## config.mk

```make
export PLATFORM = sky130hd
export DESIGN_NAME = slice_receiver
export DESIGN_NICKNAME = d
export VERILOG_FILES = /design/src/rtl/slice_receiver_pkg.sv /design/src/rtl/slice_buf_ram.sv /design/src/rtl/slice_receiver.sv
export SDC_FILE = /design/constraint.sdc
export NUM_CORES = 1
export LEC_CHECK = 0
export CAP_MARGIN = 20
export CORE_MARGIN = 1
export CORE_UTILIZATION = 52
export DETAILED_ROUTE_END_ITERATION = 10
export GPL_TIMING_DRIVEN = 0
export PLACE_DENSITY = 0.85
export SKIP_LAST_GASP = 1
export SLEW_MARGIN = 5
export SYNTH_ARGS = -nofsm -noshare
export SYNTH_HDL_FRONTEND = slang
export SYNTH_HIERARCHICAL = 1
export SYNTH_SLANG_ARGS = --single-unit
```

## constraint.sdc

```tcl
create_clock -name clk -period 21 [get_ports clk]
set_input_delay 6.3 -clock clk [delete_from_list [all_inputs] [get_ports clk]]
set_output_delay 6.3 -clock clk [all_outputs]
set_load 0.005 [all_outputs]
```

## src/rtl/slice_receiver_pkg.sv

```systemverilog
// Shared definitions for the distributor-to-parser slice hand-off:
// slice field widths, the packed slice record and the receiver FSM encoding.
package slice_receiver_pkg;

  localparam int DATA_W     = 144;
  localparam int POS_W      = 16;
  localparam int ADDR_W     = 17;
  localparam int GARB_W     = 3;
  localparam int SLICE_W    = DATA_W + POS_W + ADDR_W + GARB_W + 1;
  localparam int NUM_PARSER = 6;

  typedef enum logic [1:0] {
    ST_RUN   = 2'd0,
    ST_DRAIN = 2'd1,
    ST_DONE  = 2'd2
  } rx_state_e;

  typedef struct packed {
    logic [DATA_W-1:0] data;
    logic [POS_W-1:0]  position;
    logic [ADDR_W-1:0] address;
    logic [GARB_W-1:0] garbage;
    logic              lit_flag;
  } slice_t;

endpackage

```

## src/rtl/slice_buf_ram.sv

```systemverilog
// DEPTH x SLICE_W register array: one synchronous write port and one
// asynchronous read port so the head entry is visible without a read cycle.
module slice_buf_ram
  import slice_receiver_pkg::*;
#(
  parameter int DEPTH = 2,
  parameter int PTR_W = $clog2(DEPTH)
) (
  input  logic             clk,
  input  logic             we,
  input  logic [PTR_W-1:0] waddr,
  input  slice_t           wdata,
  input  logic [PTR_W-1:0] raddr,
  output slice_t           rdata
);

  slice_t mem_q [DEPTH];

  // NOTE: storage has no reset; validity is tracked by the occupancy count,
  // and leaving the array unreset lets it map to plain flops or RAM.
  // NOTE: sequential state is always written with <= so every flop samples
  // pre-edge values regardless of statement order.
  always_ff @(posedge clk) begin
    if (we) begin
      mem_q[waddr] <= wdata;
    end
  end

  assign rdata = mem_q[raddr];

endmodule

```

## src/rtl/slice_receiver.sv

```systemverilog
// Parser-side receiver: buffers up to DEPTH slices from the distributor, presents
// them in order through valid/ack, and supports a drain-to-empty handshake.
module slice_receiver
  import slice_receiver_pkg::*;
#(
  parameter int DEPTH = 2,
  parameter int CNT_W = 16
) (
  input  logic              clk,
  input  logic              rst,
  input  logic              valid_in,
  input  logic [DATA_W-1:0] data_in,
  input  logic [POS_W-1:0]  position_in,
  input  logic [ADDR_W-1:0] address_in,
  input  logic [GARB_W-1:0] garbage_in,
  input  logic              lit_flag_in,
  output logic              ready,
  input  logic              drain,
  output logic              out_valid,
  output logic [DATA_W-1:0] out_data,
  output logic [POS_W-1:0]  out_position,
  output logic [ADDR_W-1:0] out_address,
  output logic [GARB_W-1:0] out_garbage,
  output logic              out_lit_flag,
  input  logic              out_ack,
  output logic              drained,
  output logic [CNT_W-1:0]  accept_cnt,
  output logic              overflow_err
);

  localparam int PTR_W = $clog2(DEPTH);
  localparam logic [PTR_W:0] FULL_CNT = (PTR_W+1)'(DEPTH);

  rx_state_e        state_q;
  logic             drained_q;
  logic [PTR_W-1:0] wr_ptr_q, wr_ptr_d;
  logic [PTR_W-1:0] rd_ptr_q, rd_ptr_d;
  logic [PTR_W:0]   count_q, count_d;
  logic [CNT_W-1:0] accept_cnt_q, accept_cnt_d;
  logic             overflow_q, overflow_d;

  logic   accept;
  logic   consume;
  slice_t wr_slice;
  slice_t rd_slice;

  // ready depends only on registers: the distributor gates valid with it.
  assign ready     = (state_q == ST_RUN) && (count_q != FULL_CNT);
  assign out_valid = (count_q != '0);
  assign accept    = valid_in & ready;
  assign consume   = out_ack & out_valid;

  assign wr_slice = '{
    data:     data_in,
    position: position_in,
    address:  address_in,
    garbage:  garbage_in,
    lit_flag: lit_flag_in
  };

  slice_buf_ram #(
    .DEPTH (DEPTH),
    .PTR_W (PTR_W)
  ) u_buf (
    .clk   (clk),
    .we    (accept),
    .waddr (wr_ptr_q),
    .wdata (wr_slice),
    .raddr (rd_ptr_q),
    .rdata (rd_slice)
  );

  assign out_data     = rd_slice.data;
  assign out_position = rd_slice.position;
  assign out_address  = rd_slice.address;
  assign out_garbage  = rd_slice.garbage;
  assign out_lit_flag = rd_slice.lit_flag;

  always_comb begin
    // NOTE: every output of this block gets a default first so no path
    // leaves a value unassigned and no latch is inferred.
    wr_ptr_d     = wr_ptr_q;
    rd_ptr_d     = rd_ptr_q;
    count_d      = count_q;
    accept_cnt_d = accept_cnt_q;
    overflow_d   = overflow_q | (valid_in & ~ready);

    if (accept) begin
      wr_ptr_d     = wr_ptr_q + 1'b1;
      accept_cnt_d = accept_cnt_q + 1'b1;
    end
    if (consume) begin
      rd_ptr_d = rd_ptr_q + 1'b1;
    end

    unique case ({accept, consume})
      2'b10:   count_d = count_q + 1'b1;
      2'b01:   count_d = count_q - 1'b1;
      default: count_d = count_q;
    endcase
  end

  // NOTE: reset is synchronous: it is only sampled at the clock edge, so the
  // reset branch lives inside the plain posedge block.
  always_ff @(posedge clk) begin
    if (rst) begin
      state_q      <= ST_RUN;
      drained_q    <= 1'b0;
      wr_ptr_q     <= '0;
      rd_ptr_q     <= '0;
      count_q      <= '0;
      accept_cnt_q <= '0;
      overflow_q   <= 1'b0;
    end else begin
      wr_ptr_q     <= wr_ptr_d;
      rd_ptr_q     <= rd_ptr_d;
      count_q      <= count_d;
      accept_cnt_q <= accept_cnt_d;
      overflow_q   <= overflow_d;

      unique case (state_q)
        ST_RUN: begin
          if (drain) begin
            state_q <= ST_DRAIN;
          end
          drained_q <= 1'b0;
        end
        ST_DRAIN: begin
          if (!drain) begin
            state_q   <= ST_RUN;
            drained_q <= 1'b0;
          end else if (count_q == '0 && !consume) begin
            state_q   <= ST_DONE;
            drained_q <= 1'b1;
          end
        end
        ST_DONE: begin
          if (!drain) begin
            state_q   <= ST_RUN;
            drained_q <= 1'b0;
          end
        end
        default: begin
          state_q   <= ST_RUN;
          drained_q <= 1'b0;
        end
      endcase
    end
  end

  assign drained      = drained_q;
  assign accept_cnt   = accept_cnt_q;
  assign overflow_err = overflow_q;

endmodule

```

-- Word level (Yosys, flattened, before mapping)
Memories as Yosys holds them, arrays and structs flattened. A register that Yosys moved wholly into a read port is not among the register bits.
Cells that the tools add are included.
- multiplexer cells: 14
- reduce and logical (&&, ||, !) cells: 9
- bitwise operators: 5
- add/subtract/negate cells: 5
- eq/ne operators: 8
- operator list (kind ; number):
    16-bit by 1-bit adder with 16-bit output, second input constant ; 1
    2-bit 2-to-1 mux ; 4
    1-bit 2-to-1 mux ; 7
    2-bit != test, second input constant ; 3
    2-bit case mux with 3 select lines ; 1
    2-bit by 1-bit equality test with 1-bit output, second input constant ; 2
    2-bit equality test, second input constant ; 2
    2-bit logical NOT ; 2
    2-bit case mux with 2 select lines ; 1
    2-bit nonzero test ; 2
    1-bit bitwise AND ; 3
    3-bit != test, second input constant ; 1
    3-bit AND reduction ; 1
    1-bit adder, second input constant ; 2
    2-bit by 1-bit adder with 2-bit output, second input constant ; 1
    1-bit logical AND ; 2
    1-bit case mux with 2 select lines ; 1
    2-bit AND reduction ; 1
    2-bit by 1-bit subtractor with 2-bit output, second input constant ; 1
    1-bit logical NOT ; 1
    1-bit NOT ; 1
    1-bit bitwise OR ; 1
- register bits: 24
- bits in writable memories: 362
- logic and storage cells: 49
- memories kept: 1
- bits of input ports: 186
- memory list (memory ; words ; width ; rd ports ; clocked after memory_dff ; wr ports ; line ; source):
    u_buf.mem_q ; 2 ; 181 ; 1 ; 1 ; 1 ; slice_buf_ram.sv:17 ; slice_t mem_q [DEPTH];

-- Depth between registers and ports, before layout
Gate-level depths: netlist (run 1).
- word-level depth: 7
- gate-level depth with buffers: 8

-- Modules after synthesis
Netlist (run 1), hierarchy kept.
- modules (own cells, without submodules) (module ; cells an instance ; seq. area each (µm²) ; times used ; area each (µm²)):
    slice_buf_ram ; 565 ; 10870.4 ; 1 ; 13427.9
    slice_receiver ; 134 ; 480.5 ; 1 ; 1129.8

-- Least setup slack after synthesis (run 1)
Ideal clock, no wire load.
- kind: input -> register
- start point: input valid_in
- end point: memory u_buf/mem_q[0][0] (netlist name) (enable)
- setup time: 0.746 ns
- arrival time: 14.638 ns
- data required time: 20.254 ns
- stages: 3
- path slack: 5.615 ns
- path buffers: 1
- cells stage by stage: and3_1 clkbuf_1 nor2b_1
- cells in the longest elaborated chain, start to end: 3
- RTL lines (item ; line ; source):
    start: declaration ; slice_receiver.sv:11 ; input logic valid_in,
    1-bit bitwise AND ; slice_receiver.sv:50 ; assign accept = valid_in & ready;
    via accept ; slice_receiver.sv:42 ; logic accept;
    1-bit 2-to-1 mux ; slice_buf_ram.sv:24 ; if (we) begin
    1-bit 2-to-1 mux (implied by the code) ; slice_buf_ram.sv:25 ; mem_q[waddr] <= wdata;
    end: declaration ; slice_buf_ram.sv:17 ;
The timed path passes the listed nets, and every way through them passes these cells.

-- Worst setup path in the final report (run 1)
- start point: input valid_in
- end point: memory u_buf/mem_q[0][117] (netlist name) (enable)
The elaborated chain is that of the path after synthesis.

==> impl_results.md, run 1 <==
- Status: completed
- Met3 Usage GRT: roughly 6.4%
- Setup Buffers After CTS: 0
- IO Count: 387
- Fin area: 20,380 µm²
- Fin. Hold Viols: 0
- Main synth FF type: edfxtp_1
- First-pass GRT wire length: 48.39 mm
- Seq pwr share: between 40% and 50%
- RSZ-0062 raised after global routing: false
- Setup TNS: 0 ns
- Yosys top cell area share: 74.67%
- Synth top cells by count: 362 x edfxtp_1, 91 x mux2_2, 90 x mux2_4
- Nets: about 1,300
- Wire length per cell: 21.64 µm
- Highest clock rate: 0.1118 GHz
- Post-route insts no fill: 1,538
- Period utilization: 42.60%
- Worst Setup Start Kind: primary input
- Final hold slack: 0.4823 ns
- Leakage Power: 7.053 nW
- YS warnings: 6
- Clock network fraction of design power: 28.4%
- Netlist cell types: 38
- CTS Buffer Depth: 3
- Die width: 169.3 µm
- Crit-path cells: clkdlybuf4s50_1 > and3_1 > clkbuf_1 > nor2b_4 > buf_12 > buf_12 > buf_12 > buf_16
- Most numerous cell in the Yosys netlist: edfxtp_1
- Worst slew pin tran: roughly 0.94 ns
- DPL Wire Length: 22.49 mm
- Skew final: 0.01168 ns
- Area Growth Syn to Fin: 40.03%
- Max incr delay on CP: 0.84 ns
- Met1 Track Usage GR: approximately a quarter
- Pwr per Cell Area: about 120 nW/µm²
- Vias in the first global route: roughly 8,500
- Met2 Track Usage GR: 40.85%
- Die height: 169.3 µm
- Yosys top cell by area: edfxtp_1
- CP arrival: 9.16 ns
- Slowest stage cell, crit path: nor2b_4
- Finish-stage setup viols: 0
- Post-DRT Antenna Nets: 0
- CTS Hold Bufs: 0
- Largest net degree at the start of global routing: 62
- Power, Total: 2.401 mW
- Clock latency on the worst-skew pair: approximately 0.5 ns
- CTS tree: done
- Ranking of synthesized cells by area: edfxtp_1 75%, mux2_4 9.3%, mux2_2 7.0%, dfxtp_1 3.3%, buf_6 0.85%
- Clock buffer count from CTS: 39
- Antenna violations before repair: 1
- Worst Path Class, Setup: primary input to register
- Final wirelength: 33.28 mm
- Initial core utilization: 53.57%
- Post-synth EDFFs: 362
- Port bufs: 386
- Register area share after synthesis: just under 80%
- GRT Total Usage: between 20% and 30%
- Synthesized area per cell: 20.83 µm²
- Worst relative slew slack: 37.30%
- CTS root buffer: clkbuf_16
- Power Internal: 1.812 mW
- Dpl cells: approximately 1,500
- First DRT Iteration DRCs: between 500 and 600
- DP Area: between 15,000 and 20,000 µm²
- Crit-path max FO: 30
- Rows: 60
- CP Data Required Time: 21.22 ns
- Vias per inst: 5.213
- Fin crit period: 8.946 ns
- Post-synthesis register bit count: 386
- Asr flop ratio synth: 0%
- Final global-route overflow total: 0
- Clock slew at reported path FFs: 0.06 ns
- Global placement routability congestion: 0.8270
- Synthesized cell area: 14,560 µm²
- Cts repair resizes: 0
- DR vias: 8,018
- Switching pwr: 0.5886 mW
- CP endpoint kind: register
- Synth Net Count: 887
- Logic pwr share: 29.9%
- Max-slew violations: 0
- Filler cell count: roughly 1,600
- Min-delay worst type: register to register
- Core area: 27,180 µm²
- DR pass1 iterations: 4
- Die area: 28,670 µm²
- DRC: 0
- Most used routing layer: met2
- CP most frequent cell: buf_12
- Max-cap violation count: 0
- Share of layout cells above drive strength 1: 23.86%
- Cells after Synth: roughly 700
- CTS sink count: roughly 390
- H-tree depth: 2
- IR drop worst, VDD: 0.08136 mV
- Net Sw Frac: 24.52%
## cells by family (layout without fill, tap and decap cells)
kind of cell,after synthesis,in the layout,share of synthesized area [%]
xor gates and xnor gates,10,10,0.6016
adders and majority gates,2,2,0.1719
buffers and inverters,31,497,1.444
muxes,182,182,16.39
and+or+nand+nor,62,62,2.398
DFF,386,386,77.97
other,0,1,0
AOI/OAI and AO/OA,26,26,1.023
## flip-flops by register name (all words and copies together), names as in the netlist
| register | count |
|---|---|
| accept_cnt | 16 |
| count_q | 2 |
| drained | 1 |
| overflow_err | 1 |
| rd_ptr_q | 1 |
| state_q | 2 |
| u_buf/mem_q | 362 |
| wr_ptr_q | 1 |
## worst paths after layout
kind / slack [ns] / end / from / cells past startpoint
worst max-delay path: 12.05 / u_buf/mem_q[0][117] / valid_in / 8
worst max register to register: 17.73 / u_buf/mem_q[0][117] / state_q[1] / 8
worst min register to register: 0.48 / drained / drained / 2
worst min-delay path: 0.48 / drained / drained / 2
## layout make-up
type / instances / area (µm²) / area share, %
Tap cell: 372 / 465.4 / 2.283
Sequential cell: 386 / 11350 / 55.68
Timing Repair Buffer: 395 / 4074 / 19.99
Clock buffer: 45 / 1051 / 5.156
Antenna cell: 1 / 2.502 / 0.01228
Multi-Input combinational cell: 282 / 3007 / 14.75
Clock inverter: 26 / 224.0 / 1.099
Buffer: 24 / 183.9 / 0.9023
Inverter: 7 / 26.28 / 0.1289
## routing by layer
metal | up-vias | part of all wire (%)
met5 | - | 0
met4 | 0 | 3.2
met3 | 67 | 8.8
met2 | 370 | 52
met1 | 3950 | 36
li1 | 3631 | -
## critical path: cells and delay by family
family | cells | cell delay [ns]
buf+inv | 6 | 1.79
simple gates | 2 | 1.03
## stage by stage
step | utilization, % | setup slack [ns]
6_report | 75.01 | 12.05
5_1_grt | 75.00 | 11.93
4_1_cts | 75.00 | 12.06
3_5_place_dp | 70.31 | 11.54
3_3_place_gp | 69.50 | 0.5696
2_1_floorplan | - | 5.615
## cell usage in the layout, fill, tap and decap left out, types with 2 or more instances in the layout
master	instances
nand2b_1	2
mux2_2	91
nor4_1	3
or4_1	2
buf_12	5
nand2_1	10
o21ai_0	6
clkdlybuf4s50_1	386
xor2_1	4
or3_1	5
buf_6	11
o31ai_1	2
nand3_1	3
edfxtp_1	362
xnor2_1	6
a21oi_1	14
mux2_4	90
bufinv_16	4
nor2_1	13
nor2b_1	2
clkinv_2	13
buf_16	4
buf_2	9
clkinv_1	8
inv_1	7
ha_1	2
dfxtp_1	24
clkbuf_1	7
nand4_1	7
clkbuf_16	41
and3_1	3
a31o_2	2
## power groups by stage
stage	clock (mW)	combinational [mW]	sequential (mW)
final	0.682	0.718	1.00
after global routing	0.722	0.757	1.01
after CTS	0.694	0.728	1.00
after detailed placement	0	0.717	1.02
after global placement	0	0.685	1.06
after floorplan	0	0.332	1.04
Power figures use the tool's default switching activity.
==> inputs of run 2 (changes only) <==
Settings changed: CORE_UTILIZATION 52 to 48, PLACE_DENSITY 0.85 to 0.79.
Clock period 21 ns to 8.7 ns, I/O delays scaled along.
==> impl_results.md, run 2 (same netlist as run 1, synthesis figures left out) <==
- Top reg by flops: u_buf/mem_q
- CTS tree: done
- DP Area: 19,120 µm² (about the same)
- CP Data Required Time: 8.91 ns (-12.31 ns)
- Hold-critical path endpoint: drained
- Fin crit period: 5.013 ns
- Logic pwr share: 30.5% (+0.6 points)
- First DRT Iteration DRCs: 260 (-51%)
- Worst relative slew slack: 46.10% (+8.8 points)
- CTS Hold Bufs: 0 (unchanged)
- DR pass1 iterations: 5 (+1)
- CP endpoint kind: register
- Die area: 31,030 µm² (+8.2%)
- Most frequent cells in the layout: 386 x clkdlybuf4s50_1, 362 x edfxtp_1, 91 x mux2_2, 90 x mux2_4, 39 x clkbuf_16
- Cts repair resizes: 0 (unchanged)
- DRC: 0 (unchanged)
- Fin area: 20,250 µm² (-0.66%)
- DR vias: 7,856 (-2.0%)
- Seq pwr share: 42.9% (+1.2 points)
- Setup Buffers After CTS: 0 (unchanged)
- Area Growth Syn to Fin: 39.10%
- Die width: 176.2 µm (+4.0%)
- Clock slew at reported path FFs: 0.06 ns (about the same)
- Min-delay worst type: register to register
- Rows: 63 (+5.0%)
- Hold wc startpoint: drained
- Max-slew violations: 0 (unchanged)
- Switching pwr: 1.367 mW (+130%)
- CTS root buffer: clkbuf_16
- Fin. Hold Viols: 0 (unchanged)
- Largest net degree at the start of global routing: 56 (-9.7%)
- H-tree depth: 2 (unchanged)
- RSZ-0062 raised after global routing: false
- Vias in the first global route: 8,124 (-3.9%)
- Flop2flop setup slack: 5.73 ns (-12.00 ns)
- Initial core utilization: 48.99% (-4.6 points)
- Worst Path Class, Setup: primary input to register
- DPL Wire Length: 22.02 mm (-2.1%)
- Filler cell count: 1,930 (+21%)
- Global placement routability congestion: 0.8206 (-0.77%)
- Nets: 1,322 (-0.076%)
- Max reg flops: 362 (unchanged)
- Skew final: 0.01072 ns (-0.0009538 ns)
- Final wirelength: 31.30 mm (-6.0%)
- Worst reg2reg startpoint: state_q[1]
- Wire length per cell: 20.16 µm (-6.8%)
- Finish-stage setup viols: 0 (unchanged)
- IO Count: 387 (unchanged)
- IR drop worst, VDD: 0.1740 mV (+110%)
- Highest clock rate: 0.1995 GHz
- Port bufs: 386 (unchanged)
- Final global-route overflow total: 0 (unchanged)
- Power Internal: 4.250 mW (+130%)
- Pwr per Cell Area: 277.4 nW/µm² (+140%)
- Commonest non-fill, non-tap cell in the layout: clkdlybuf4s50_1
- Net Sw Frac: 24.33% (-0.18 points)
- Hold depth: 2 (unchanged)
- First-pass GRT wire length: 46.22 mm (-4.5%)
- Status: completed
- CTS Buffer Depth: 3 (unchanged)
- RR Endpoint: u_buf/mem_q[0][79]
- Post-DRT Antenna Nets: 0 (unchanged)
- Leakage Power: 6.954 nW (-1.4%)
- Clock latency on the worst-skew pair: 0.51 ns (about the same)
- Worst Setup Start Kind: primary input
- Clock buffer count from CTS: 38 (-2.6%)
- Final hold slack: 0.4554 ns (-0.02690 ns)
- R2R cell count: 7 (-1)
- Max-cap violation count: 0 (unchanged)
- Antenna violations before repair: 1 (unchanged)
- Crit-path max FO: 30 (unchanged)
- GRT Total Usage: 19.72% (-3.0 points)
- Share of layout cells above drive strength 1: 22.46% (-1.4 points)
- Die height: 176.2 µm (+4.0%)
- Vias per inst: 5.062 (-2.9%)
- Worst slew pin tran: 0.8068 ns (-0.1316 ns)
- CP arrival: 5.22 ns (-3.94 ns)
- Clock network fraction of design power: 26.6% (-1.8 points)
- Period utilization: 57.62%
- N_diodes: 0 (-1)
- CTS sink count: 386 (unchanged)
- Core area: 29,720 µm² (+9.4%)
[run 2: cell count changes in the layout (fill, tap and decap cells not counted), moves of 2 or more]
cell and change:
bufinv_16 -3, clkbuf_1 +12, clkbuf_16 -2, clkinv_1 +2
clkinv_2 -12
[run 2: per-stage QoR]
stage	util, %	total power [mW]	TNS, ns	setup slack (ns)	cells
2_1_floorplan	-	3.278	0	0.5049	699
3_3_place_gp	63.64	4.177	-860.59	-2.784	1475
3_5_place_dp	64.35	4.176	0	3.186	1484
4_1_cts	68.14	5.689	0	3.663	1552
5_1_grt	68.14	5.841	0	3.525	1552
6_report	68.14	5.617	0	3.687	1552
[run 2: final cells by class]
class | count | area (µm²) | share of cell area, %
Buffer | 24 | 183.9 | 0.9083
Clock buffer | 55 | 1046 | 5.166
Clock inverter | 13 | 81.33 | 0.4016
Inverter | 7 | 26.28 | 0.1298
Multi-Input combinational cell | 282 | 3007 | 14.85
Sequential cell | 386 | 11350 | 56.06
Tap cell | 390 | 488.0 | 2.410
Timing Repair Buffer | 395 | 4066 | 20.08
[run 2: worst max-delay path by stage]
stage / start / to / slack [ns] / cells after the start
finish: valid_in / u_buf/mem_q[0][79] / 3.69 / 7
global route: valid_in / u_buf/mem_q[0][73] / 3.53 / 7
CTS: rd_ptr_q / out_data[31] / 3.66 / 4
global placement: valid_in / u_buf/mem_q[0][113] / -2.78 / 4
floorplan: valid_in / u_buf/mem_q[0][0] / 0.50 / 3
detailed placement: valid_in / u_buf/mem_q[0][78] / 3.19 / 7
[run 2: metal layers]
layer | wire, µm | vias to the layer above | GRT usage [%] | part of all wire, %
li1 | - | 3623 | - | -
met1 | 11990 | 3825 | 23.43 | 38
met2 | 15530 | 352 | 33.86 | 50
met3 | 3013 | 56 | 6.675 | 9.6
met4 | 768 | 0 | 5.833 | 2.5
met5 | 0 | - | 0 | 0
[run 2: power by group through the flow]
stage	Combinational [mW]	Clock, mW	Sequential, mW
2_1_floorplan	0.801	0	2.48
3_3_place_gp	1.66	0	2.51
3_5_place_dp	1.73	0	2.45
4_1_cts	1.74	1.54	2.41
5_1_grt	1.82	1.59	2.43
6_report	1.71	1.50	2.41
[run 2: critical path, stage by stage]
cell,delay [ns]
clkdlybuf4s50_1,0.62
and3_1,0.19
clkbuf_1,0.28
nor2b_4,0.75
buf_12,0.28
buf_12,0.23
buf_12,0.22
